[src/rtl/tetris_pkg.sv]
// Shared encodings for the Tetris game-mode controller.
package tetris_pkg;

  localparam int TMR_W = 30;

  typedef enum logic [1:0] {
    SC_START = 2'b00,
    SC_PLAY  = 2'b01,
    SC_PAUSE = 2'b10,
    SC_OVER  = 2'b11
  } scene_t;

endpackage

[src/rtl/drop_period.sv]
// Level-to-gravity-period mapping: BASE_DROP - level*DROP_STEP, floored at MIN_DROP.
module drop_period
  import tetris_pkg::*;
#(
  parameter int BASE_DROP = 25000000,
  parameter int DROP_STEP = 2000000,
  parameter int MIN_DROP  = 2500000
) (
  input  logic [3:0]       level,
  output logic [TMR_W-1:0] period
);

  // Headroom so the subtraction goes negative instead of wrapping.
  localparam int PW = TMR_W + 8;
  localparam logic signed [PW-1:0] BASE_S = PW'(BASE_DROP);
  localparam logic signed [PW-1:0] STEP_S = PW'(DROP_STEP);
  localparam logic signed [PW-1:0] MIN_S  = PW'(MIN_DROP);

  function automatic logic [TMR_W-1:0] clamp_period(input logic signed [PW-1:0] raw);
    logic [TMR_W-1:0] res;
    if (raw < MIN_S) res = TMR_W'(MIN_DROP);
    else             res = raw[TMR_W-1:0];
    return res;
  endfunction

  logic signed [PW-1:0] level_s;
  logic signed [PW-1:0] raw;

  assign level_s = $signed({{(PW-4){1'b0}}, level});
  assign raw     = BASE_S - level_s * STEP_S;
  assign period  = clamp_period(raw);

endmodule

[src/rtl/scene_sequencer.sv]
// Tetris scene FSM (START/PLAY/PAUSE/OVER) sharing one timer for title animation,
// gravity ticks and the game-over hold.
module scene_sequencer
  import tetris_pkg::*;
#(
  parameter int FRAME_TICKS     = 25000000,
  parameter int BASE_DROP       = 25000000,
  parameter int DROP_STEP       = 2000000,
  parameter int MIN_DROP        = 2500000,
  parameter int OVER_TICKS      = 100000000,
  parameter int LINES_PER_LEVEL = 10
) (
  input  logic       clk,
  input  logic       rst,
  input  logic       start_key,
  input  logic       pause_key,
  input  logic       game_over,
  input  logic       line_clr,
  output logic [1:0] scene,
  output logic [1:0] anim_frame,
  output logic       drop_tick,
  output logic       board_clr,
  output logic [3:0] level
);

  localparam int LW = (LINES_PER_LEVEL > 1) ? $clog2(LINES_PER_LEVEL) : 1;

  function automatic logic [3:0] sat_inc(input logic [3:0] v);
    logic [3:0] res;
    if (v == 4'd15) res = v;
    else            res = v + 4'd1;
    return res;
  endfunction

  scene_t           state_q, state_nxt;
  logic [TMR_W-1:0] cnt_q, cnt_nxt;
  logic [TMR_W-1:0] period;
  logic [1:0]       anim_q, anim_nxt;
  logic             drop_q, drop_nxt;
  logic             clr_q, clr_nxt;
  logic [3:0]       level_q, level_nxt;
  logic [LW-1:0]    lines_q, lines_nxt;
  logic             frame_done, over_done, drop_due;

  drop_period #(
    .BASE_DROP(BASE_DROP),
    .DROP_STEP(DROP_STEP),
    .MIN_DROP (MIN_DROP)
  ) u_drop_period (
    .level (level_q),
    .period(period)
  );

  assign frame_done = (cnt_q == TMR_W'(FRAME_TICKS - 1));
  assign over_done  = (cnt_q == TMR_W'(OVER_TICKS - 1));
  // >= so a period that shrinks below the running count still fires next edge.
  assign drop_due   = (cnt_q >= period - TMR_W'(1));

  always_ff @(posedge clk) begin
    if (rst) begin
      state_q <= SC_START;
      cnt_q   <= '0;
      anim_q  <= '0;
      drop_q  <= 1'b0;
      clr_q   <= 1'b0;
      level_q <= '0;
      lines_q <= '0;
    end else begin
      state_q <= state_nxt;
      cnt_q   <= cnt_nxt;
      anim_q  <= anim_nxt;
      drop_q  <= drop_nxt;
      clr_q   <= clr_nxt;
      level_q <= level_nxt;
      lines_q <= lines_nxt;
    end
  end

  always_comb begin
    state_nxt = state_q;
    case (state_q)
      SC_START: if (start_key) state_nxt = SC_PLAY;
      SC_PLAY: begin
        if (game_over)      state_nxt = SC_OVER;
        else if (pause_key) state_nxt = SC_PAUSE;
      end
      SC_PAUSE: if (pause_key) state_nxt = SC_PLAY;
      SC_OVER:  if (over_done) state_nxt = SC_START;
      default:  state_nxt = SC_START;
    endcase
  end

  always_comb begin
    cnt_nxt   = cnt_q;
    anim_nxt  = anim_q;
    drop_nxt  = 1'b0;
    clr_nxt   = 1'b0;
    level_nxt = level_q;
    lines_nxt = lines_q;
    case (state_q)
      SC_START: begin
        if (start_key) begin
          cnt_nxt   = '0;
          level_nxt = '0;
          lines_nxt = '0;
          clr_nxt   = 1'b1;
        end else if (frame_done) begin
          cnt_nxt  = '0;
          anim_nxt = anim_q + 2'd1;
        end else begin
          cnt_nxt = cnt_q + TMR_W'(1);
        end
      end
      SC_PLAY: begin
        if (line_clr) begin
          if (lines_q == LW'(LINES_PER_LEVEL - 1)) begin
            lines_nxt = '0;
            level_nxt = sat_inc(level_q);
          end else begin
            lines_nxt = lines_q + LW'(1);
          end
        end
        if (game_over) begin
          cnt_nxt = '0;
        end else if (pause_key) begin
          cnt_nxt = cnt_q;
        end else if (drop_due) begin
          cnt_nxt  = '0;
          drop_nxt = 1'b1;
        end else begin
          cnt_nxt = cnt_q + TMR_W'(1);
        end
      end
      SC_OVER: begin
        if (over_done) begin
          cnt_nxt  = '0;
          anim_nxt = '0;
        end else begin
          cnt_nxt = cnt_q + TMR_W'(1);
        end
      end
      default: ;
    endcase
  end

  assign scene      = state_q;
  assign anim_frame = anim_q;
  assign drop_tick  = drop_q;
  assign board_clr  = clr_q;
  assign level      = level_q;

endmodule

[config.mk]
export PLATFORM = sky130hd
export DESIGN_NAME = scene_sequencer
export DESIGN_NICKNAME = d
export VERILOG_FILES = /design/src/rtl/tetris_pkg.sv /design/src/rtl/drop_period.sv /design/src/rtl/scene_sequencer.sv
export SDC_FILE = /design/constraint.sdc
export NUM_CORES = 1
export LEC_CHECK = 0
export CAP_MARGIN = 20
export CORE_UTILIZATION = 57
export DETAILED_ROUTE_END_ITERATION = 8
export GPL_TIMING_DRIVEN = 1
export PLACE_DENSITY = 0.75
export RECOVER_POWER = 100
export SETUP_SLACK_MARGIN = 0.4
export SLEW_MARGIN = 20
export SYNTH_ARGS = -nofsm -noshare
export SYNTH_HDL_FRONTEND = slang
export SYNTH_HIERARCHICAL = 1
export SYNTH_SLANG_ARGS = --single-unit
export TNS_END_PERCENT = 30
[constraint.sdc]
create_clock -name clk -period 16.22 [get_ports clk]
set_clock_uncertainty 0.15 [all_clocks]
set_input_delay 2.433 -clock clk [delete_from_list [all_inputs] [get_ports clk]]
set_output_delay 2.433 -clock clk [all_outputs]
set_load 0.01 [all_outputs]
==> results of run 1 <==
[power by group]
part | leakage, nW | switching [mW] | internal, mW
logic | 1.48 | 0.0843 | 0.0549
clock network | 0.0614 | 0.0393 | 0.0504
registers | 0.355 | 0.00756 | 0.112
total | 1.89 | 0.131 | 0.217
[flip-flops by register name, summed over array words and instances (netlist names)]
register and cells:
anim_frame 2, board_clr 1, cnt_q 30, drop_tick 1
level 4, lines_q 4, scene 2
[stage by stage]
step / setup WS, ns / power (mW) / instance area, um^2 / hold WS [ns] / utilization (%)
floorplan: 9.89 / 0.230 / 4490 / 0.316 / -
global placement: 9.04 / 0.257 / 4650 / 0.318 / 62.7
detailed placement: 8.82 / 0.261 / 4650 / 0.334 / 62.7
CTS: 8.81 / 0.351 / 4770 / 0.346 / 64.4
global route: 7.21 / 0.372 / 4740 / 0.364 / 64.0
finish: 8.08 / 0.348 / 4740 / 0.352 / 64.0
[placed cells by master (no fill, tap or decap), types with 3 or more instances in the layout]
cell type / count
o21bai_1: 3
nor4_1: 14
fa_1: 5
a21oi_1: 30
nand2b_1: 7
nand2_1: 44
or2_2: 3
or4_1: 6
nor3b_1: 4
nand4_1: 23
conb_1: 5
nor2_1: 80
dfxtp_1: 44
xnor2_1: 39
nor3_1: 17
and3_1: 8
xor2_1: 28
o31ai_1: 4
or3_1: 7
a21o_1: 4
clkbuf_8: 6
ha_1: 59
dlygate4sd3_1: 13
inv_1: 26
nor2b_1: 7
o21ai_0: 15
nand3_1: 21
a211o_1: 3
a31oi_1: 3
[per-layer routing]
metal  vias up  global-route usage, %
met3        23                   2.44
met2       106                   41.7
li1       2006                      -
met1      1820                   33.4
met4         0                   7.93
met5         -                      0
[cell type report]
cell class | instances | area [um^2]
Multi-Input combinational cell | 478 | 3360
Inverter | 27 | 101
Tap cell | 99 | 124
Clock inverter | 2 | 38.8
Timing Repair Buffer | 16 | 158
Sequential cell | 44 | 881
Clock buffer | 6 | 82.6
Fill cell | 635 | 2660
[cells by family (layout without fill, tap and decap cells)]
kind of cell / count (synthesis) / in the layout
xor+xnor: 67 / 67
compound gates: 76 / 76
flops: 44 / 44
buf+inv: 47 / 51
simple gates: 262 / 262
fa+ha+maj: 64 / 64
other cells: 1 / 5
mux: 4 / 4
[worst max-delay path by stage]
stage              from        end  cells after the start
5_1_grt        level[1]  cnt_q[21]                     23
3_5_place_dp   level[1]  cnt_q[25]                     23
3_3_place_gp   level[1]   cnt_q[2]                     23
2_1_floorplan  level[1]  cnt_q[13]                     24
6_report       level[1]  cnt_q[20]                     23
4_1_cts        level[1]  cnt_q[20]                     23
[worst max-delay path, stage by stage, from the launching register on]
cell and delay (ns):
dfxtp_1 0.66, inv_1 0.30, ha_1 0.39, fa_1 0.55
inv_1 0.07, fa_1 0.45, xnor2_1 0.31, nand2_1 0.09
nor4b_1 0.43, or2_1 0.17, a21oi_1 0.10, or3_1 0.42
or3_1 0.37, or4_1 0.40, nor2_1 0.14, xnor2_1 0.09
ha_1 0.31, nand4_1 0.18, nor4_1 0.42, a22oi_1 0.12
nand4_1 0.14, o31ai_1 0.21, o21bai_1 1.35, nor2_1 0.14
==> impl_metrics.py, run 1 <==
metrics = {
    "outcome": {
        "status": "finished, violations left",
        "violations": "capacitance limit, slew limit",
    },
    "synthesis": {
        "yosysSeqAreaShare_pct": 19.7,
        "ys_warn_count": 6,
        "yosys-top-cells-count": "nor2_1 (80), ha_1 (59), dfxtp_1 (44), nand2_1 (44), xnor2_1 (39)",
        "synth_mux_area_share_pct": 1.15,
        "synth_cells": 565,
        "synth_top_family_by_area": "simple AND/OR/NAND/NOR gates",
        "syn_area_per_cell_um2": 7.92,
        "synthXorXnorAreaFrac_pct": 13.1,
        "syn_area_mm2": 0.00447,
        "synth_cell_types": 65,
        "synth-compound-area-share_pct": 11.3,
        "yosys.area.top_type_share_pct": 19.7,
        "yosys_most_used_dff": "dfxtp_1",
        "synth_top_area_cell": "dfxtp_1",
        "synthAdderAreaFrac_pct": 18.7,
        "yosysMostFrequentCell": "nor2_1",
        "synth_area_leaders": "dfxtp_1 (20%), ha_1 (17%), xnor2_1 (7.6%)",
        "yosys.area_share.simple_pct": 30.9,
        "synth-edff-count": 0,
        "synthArstFlopShare_pct": 0,
        "synth_seq_cells": 44,
    },
    "floorplanning": {
        "core_area_mm2": 0.00741,
        "fp.dieW_um": 90.6,
        "dieArea_mm2": 0.00821,
        "io_pins": 16,
        "start_util_pct": 60.4,
        "placementRows": 31,
        "fp.dieH_um": 90.6,
    },
    "routing": {
        "drtAntennaViolNets": 0,
        "wl_per_cell_um": 14.8,
        "drt-total-wl_um": 9940,
        "first_iter_violations": 157,
        "vias": 3955,
        "met1Wirelength_um": 4690,
        "route.met3.wl_um": 412,
        "remaining_drc_errors": 0,
        "vias_per_cell": 5.89,
        "route.met2.wl_um": 4600,
        "drt-pass1-iter-count": 4,
        "dr.max_layer_used": "met4",
    },
    "critical_path": {
        "rr_startpoint": "level[1]",
        "worstSetupPathType": "flip-flop to flip-flop",
        "cp.required_ns": 16.19,
        "start_kind": "flip-flop",
        "reg2reg_slack_ns": 8.08,
        "worst_r2r_endpoint": "cnt_q[20]",
        "crit_path_max_fanout": 25,
        "end_kind": "flip-flop",
        "worstRegToRegCells": 23,
        "arrival_ns": 8.11,
    },
    "timing": {
        "fin_crit_sh_pct": 50.2,
        "finalCriticalPeriod_ns": 8.14,
        "final_hold_viol_count": 0,
        "slew_headroom_pct": -13.3,
        "report.final.slew_viol_count": 26,
        "fmax_ghz": 0.123,
        "rsz0062_at_grt": "false",
        "setup_viol": 0,
        "worst_pin_slew_ns": 1.70,
        "fin_tns_setup_ns": 0,
    },
    "power_and_ir_drop": {
        "p_leak_nw": 1.89,
        "peakVddDrop_mv": 0.0550,
        "p_per_area_mw_per_mm2": 73.4,
    },
    "grt": {
        "grt_pass1_wl_um": 17100,
        "grt_max_degree": 26,
        "gr-total-overflow": 0,
        "grt.total_usage_pct": 24.9,
        "antenna_found_initial": 0,
        "grt_pass1_vias": 3749,
    },
    "place": {
        "dp.cells": 664,
        "numPortBuffers": 15,
        "place.gp.congestion": 0.872,
        "place_hpwl_um": 7780,
    },
    "worst_hold_path": {
        "hold_class": "flip-flop to flip-flop",
        "hp-start": "anim_frame[1]",
        "hold_path_end": "anim_frame[1]",
        "min_path_cells": 2,
    },
    "clocking": {
        "htreeDepth": 2,
        "cts_tree": "yes",
        "cts_repair_resize_count": 0,
        "path_clk_slew_ns": 0.09,
        "postCtsSetupBuffers": 0,
        "cts_inserted_buffers": 5,
        "cts-root-buf": "clkbuf_8",
        "postCtsHoldBufs": 0,
        "clk_latency_ns": 0.30,
        "clk_path_buf_depth": 2,
        "cts_sinks": 44,
    },
    "finish": {
        "stdcell_count": 672,
        "area_delta_synth_final_pct": 6.07,
        "drive_above_1_share_pct": 4.54,
        "nets": 642,
        "n_antenna_cell": 0,
    },
    "job": {
        "maxCapViolations": 1,
    },
}
Note: power is estimated with default switching activity, not from simulation.
==> run 2, diff against run 1 <==
--- a/config.mk
+++ b/config.mk
@@ -9,7 +9,7 @@
 export CORE_UTILIZATION = 57
 export DETAILED_ROUTE_END_ITERATION = 8
 export GPL_TIMING_DRIVEN = 1
-export PLACE_DENSITY = 0.75
+export PLACE_DENSITY = 0.78
 export RECOVER_POWER = 100
 export SETUP_SLACK_MARGIN = 0.4
 export SLEW_MARGIN = 20
==> constraint.sdc (replaced) <==
create_clock -name clk -period 7.3 [get_ports clk]
set_clock_uncertainty 0.15 [all_clocks]
set_input_delay 1.095 -clock clk [delete_from_list [all_inputs] [get_ports clk]]
set_output_delay 1.095 -clock clk [all_outputs]
set_load 0.01 [all_outputs]
==> run 2 against run 1 <==
Compared with the run above:
- sequential cell count stayed put
- die area is the same
- non-clock buffer count up 6
- cell count rose by 0.74%
- hold slack got worse by 0.0058 ns
- global-route usage decreased by 0.24 points
- power grew 110%
- the flow now finishes without violations
- combinational power rose by 130%
- critical path type unchanged
- worst setup slack lost 7.3 ns
- core utilization rose by 0.52 points
==> impl_metrics.py, run 2 (same netlist as run 1, synthesis figures left out) <==
metrics = {
    "outcome": {
        "status": "finished clean",
    },
    "clocking": {
        "cts-root-buf": "clkbuf_8",
        "cts_tree": "yes",
        "path_clk_slew_ns": 0.08,
        "clk_latency_ns": 0.29,
        "clk_path_buf_depth": 2,
        "cts_inserted_buffers": 5,
        "postCtsHoldBufs": 0,
        "cts_sinks": 44,
        "htreeDepth": 2,
    },
    "place": {
        "numPortBuffers": 15,
        "placed_area_mm2": 0.00468,
        "place_hpwl_um": 7780,
        "place.gp.congestion": 0.870,
    },
    "job": {
        "maxCapViolations": 0,
    },
    "floorplanning": {
        "io_pins": 16,
        "dieArea_mm2": 0.00821,
        "fp.dieW_um": 90.6,
        "core_area_mm2": 0.00741,
        "fp.dieH_um": 90.6,
        "placementRows": 31,
        "start_util_pct": 60.4,
    },
    "finish": {
        "final_common_cell": "nor2_1",
        "fin_util_pct": 64.6,
        "nets": 648,
        "area_delta_synth_final_pct": 6.94,
        "top_register": "cnt_q",
        "drive_above_1_share_pct": 5.88,
        "fillCellCount": 634,
        "fin_area_mm2": 0.00478,
        "final_cell_mix": "nor2_1 (80), ha_1 (59), nand2_1 (44), dfxtp_1 (44), xnor2_1 (39)",
        "n_antenna_cell": 0,
        "largest_reg_flops": 30,
    },
    "routing": {
        "first_iter_violations": 200,
        "vias_per_cell": 5.85,
        "drt-pass1-iter-count": 4,
        "vias": 3959,
        "remaining_drc_errors": 0,
        "wl_per_cell_um": 14.5,
        "drtAntennaViolNets": 0,
        "drt-total-wl_um": 9850,
    },
    "critical_path": {
        "worstRegToRegCells": 24,
        "worstPathCellList": "inv_1 > ha_1 > fa_1 > inv_1 > fa_1 > xnor2_1 > nand2_1 > nor4b_4 > or2_1 > a21oi_1 > or3_1 > or3_1 > or4_1 > nor2_1 > xnor2_1 > ha_1 > nand4_1 > nor4_1 > a22oi_1 > nand4_1 > o31ai_4 > clkbuf_1 > nand3_1 > a31oi_1",
        "worstSetupPathType": "flip-flop to flip-flop",
        "cp_slowest_cell": "fa_1",
        "critPathMaxStageDelay_ns": 0.54,
        "cp.required_ns": 7.36,
        "start_kind": "flip-flop",
        "arrival_ns": 6.60,
        "crit_path_max_fanout": 8,
        "end_kind": "flip-flop",
    },
    "timing": {
        "slew_headroom_pct": 46.9,
        "fin_tns_setup_ns": 0,
        "final_hold_viol_count": 0,
        "rsz0062_at_grt": "false",
        "finalCriticalPeriod_ns": 6.54,
        "fin_crit_sh_pct": 89.5,
        "worst_pin_slew_ns": 0.790,
        "report.final.slew_viol_count": 0,
        "fmax_ghz": 0.153,
        "setup_viol": 0,
        "timing.hold.ws_ns": 0.346,
    },
    "power_and_ir_drop": {
        "p_leak_nw": 1.89,
        "p_per_area_mw_per_mm2": 152,
        "peakVddDrop_mv": 0.120,
    },
    "worst_hold_path": {
        "min_path_cells": 2,
        "hold_class": "flip-flop to flip-flop",
    },
    "grt": {
        "antenna_found_initial": 0,
        "grt.total_usage_pct": 24.6,
        "grt_pass1_vias": 3755,
        "gr-total-overflow": 0,
        "grt_max_degree": 26,
        "grt_pass1_wl_um": 16800,
    },
}
[run 2: changes by cell type in the layout (fill, tap and decap cells not counted), sizes merged]
cell and delta:
clkdlybuf4s50 +3, clkinvlp +1, buf +4, dlygate4sd3 -3, clkbuf +1, bufinv -1
[run 2: stage by stage]
step | cells | setup WS [ns] | power [mW]
6_report | 677 | 0.763 | 0.729
5_1_grt | 677 | 0.211 | 0.785
4_1_cts | 675 | 0.519 | 0.726
3_5_place_dp | 668 | 0.553 | 0.580
3_3_place_gp | 668 | 0.821 | 0.571
2_1_floorplan | 569 | 0.969 | 0.511
[run 2: path summary, 6_finish.rpt]
kind            startpoint             to  slack [ns]
min          anim_frame[0]  anim_frame[0]        0.35
max               level[1]      cnt_q[12]        0.76
min reg2reg  anim_frame[0]  anim_frame[0]        0.35
max reg2reg       level[1]      cnt_q[12]        0.76
[run 2: where the power goes]
| group | internal, mW | switching (mW) | leakage (nW) |
|---|---|---|---|
| Clock | 0.0649 | 0.0812 | 0.0400 |
| Combinational | 0.130 | 0.188 | 1.50 |
| Sequential | 0.248 | 0.0163 | 0.355 |
[run 2: repair_timing]
item,in CTS,in global routing
setup buffers,0,2
endpoints found under the hold margin,0,0
endpoints found under the setup margin,0,31
resized for setup,0,8
[run 2: worst max-delay path, delay by kind of cell, from the launching register on]
family                     cells  cell delay (ns)
AOI/OAI and AO/OA              4             0.76
adders and majority gates      4             1.62
and+or+nand+nor               11             2.47
xor gates and xnor gates       2             0.44
DFF                            1             0.50
buffers and inverters          3             0.52
[run 2: cell type report]
class	count	area, um^2	area share, %
clock buffer	5	68.8	1.44
clock inverter	2	12.5	0.262
inverter	27	101	2.12
multi-input combinational	478	3400	71.0
sequential	44	881	18.4
tap	99	124	2.59
timing repair buffer	22	199	4.16
[run 2: routing by layer]
| metal | global-route usage [%] | vias to the layer above | routed length, um | part of all wire, % |
|---|---|---|---|---|
| met5 | 0 | - | 0 | 0 |
| met4 | 7.26 | 0 | 179 | 1.8 |
| met3 | 3.37 | 18 | 484 | 4.9 |
| met2 | 41.7 | 98 | 4720 | 48 |
| met1 | 32.3 | 1825 | 4460 | 45 |
| li1 | - | 2018 | - | - |
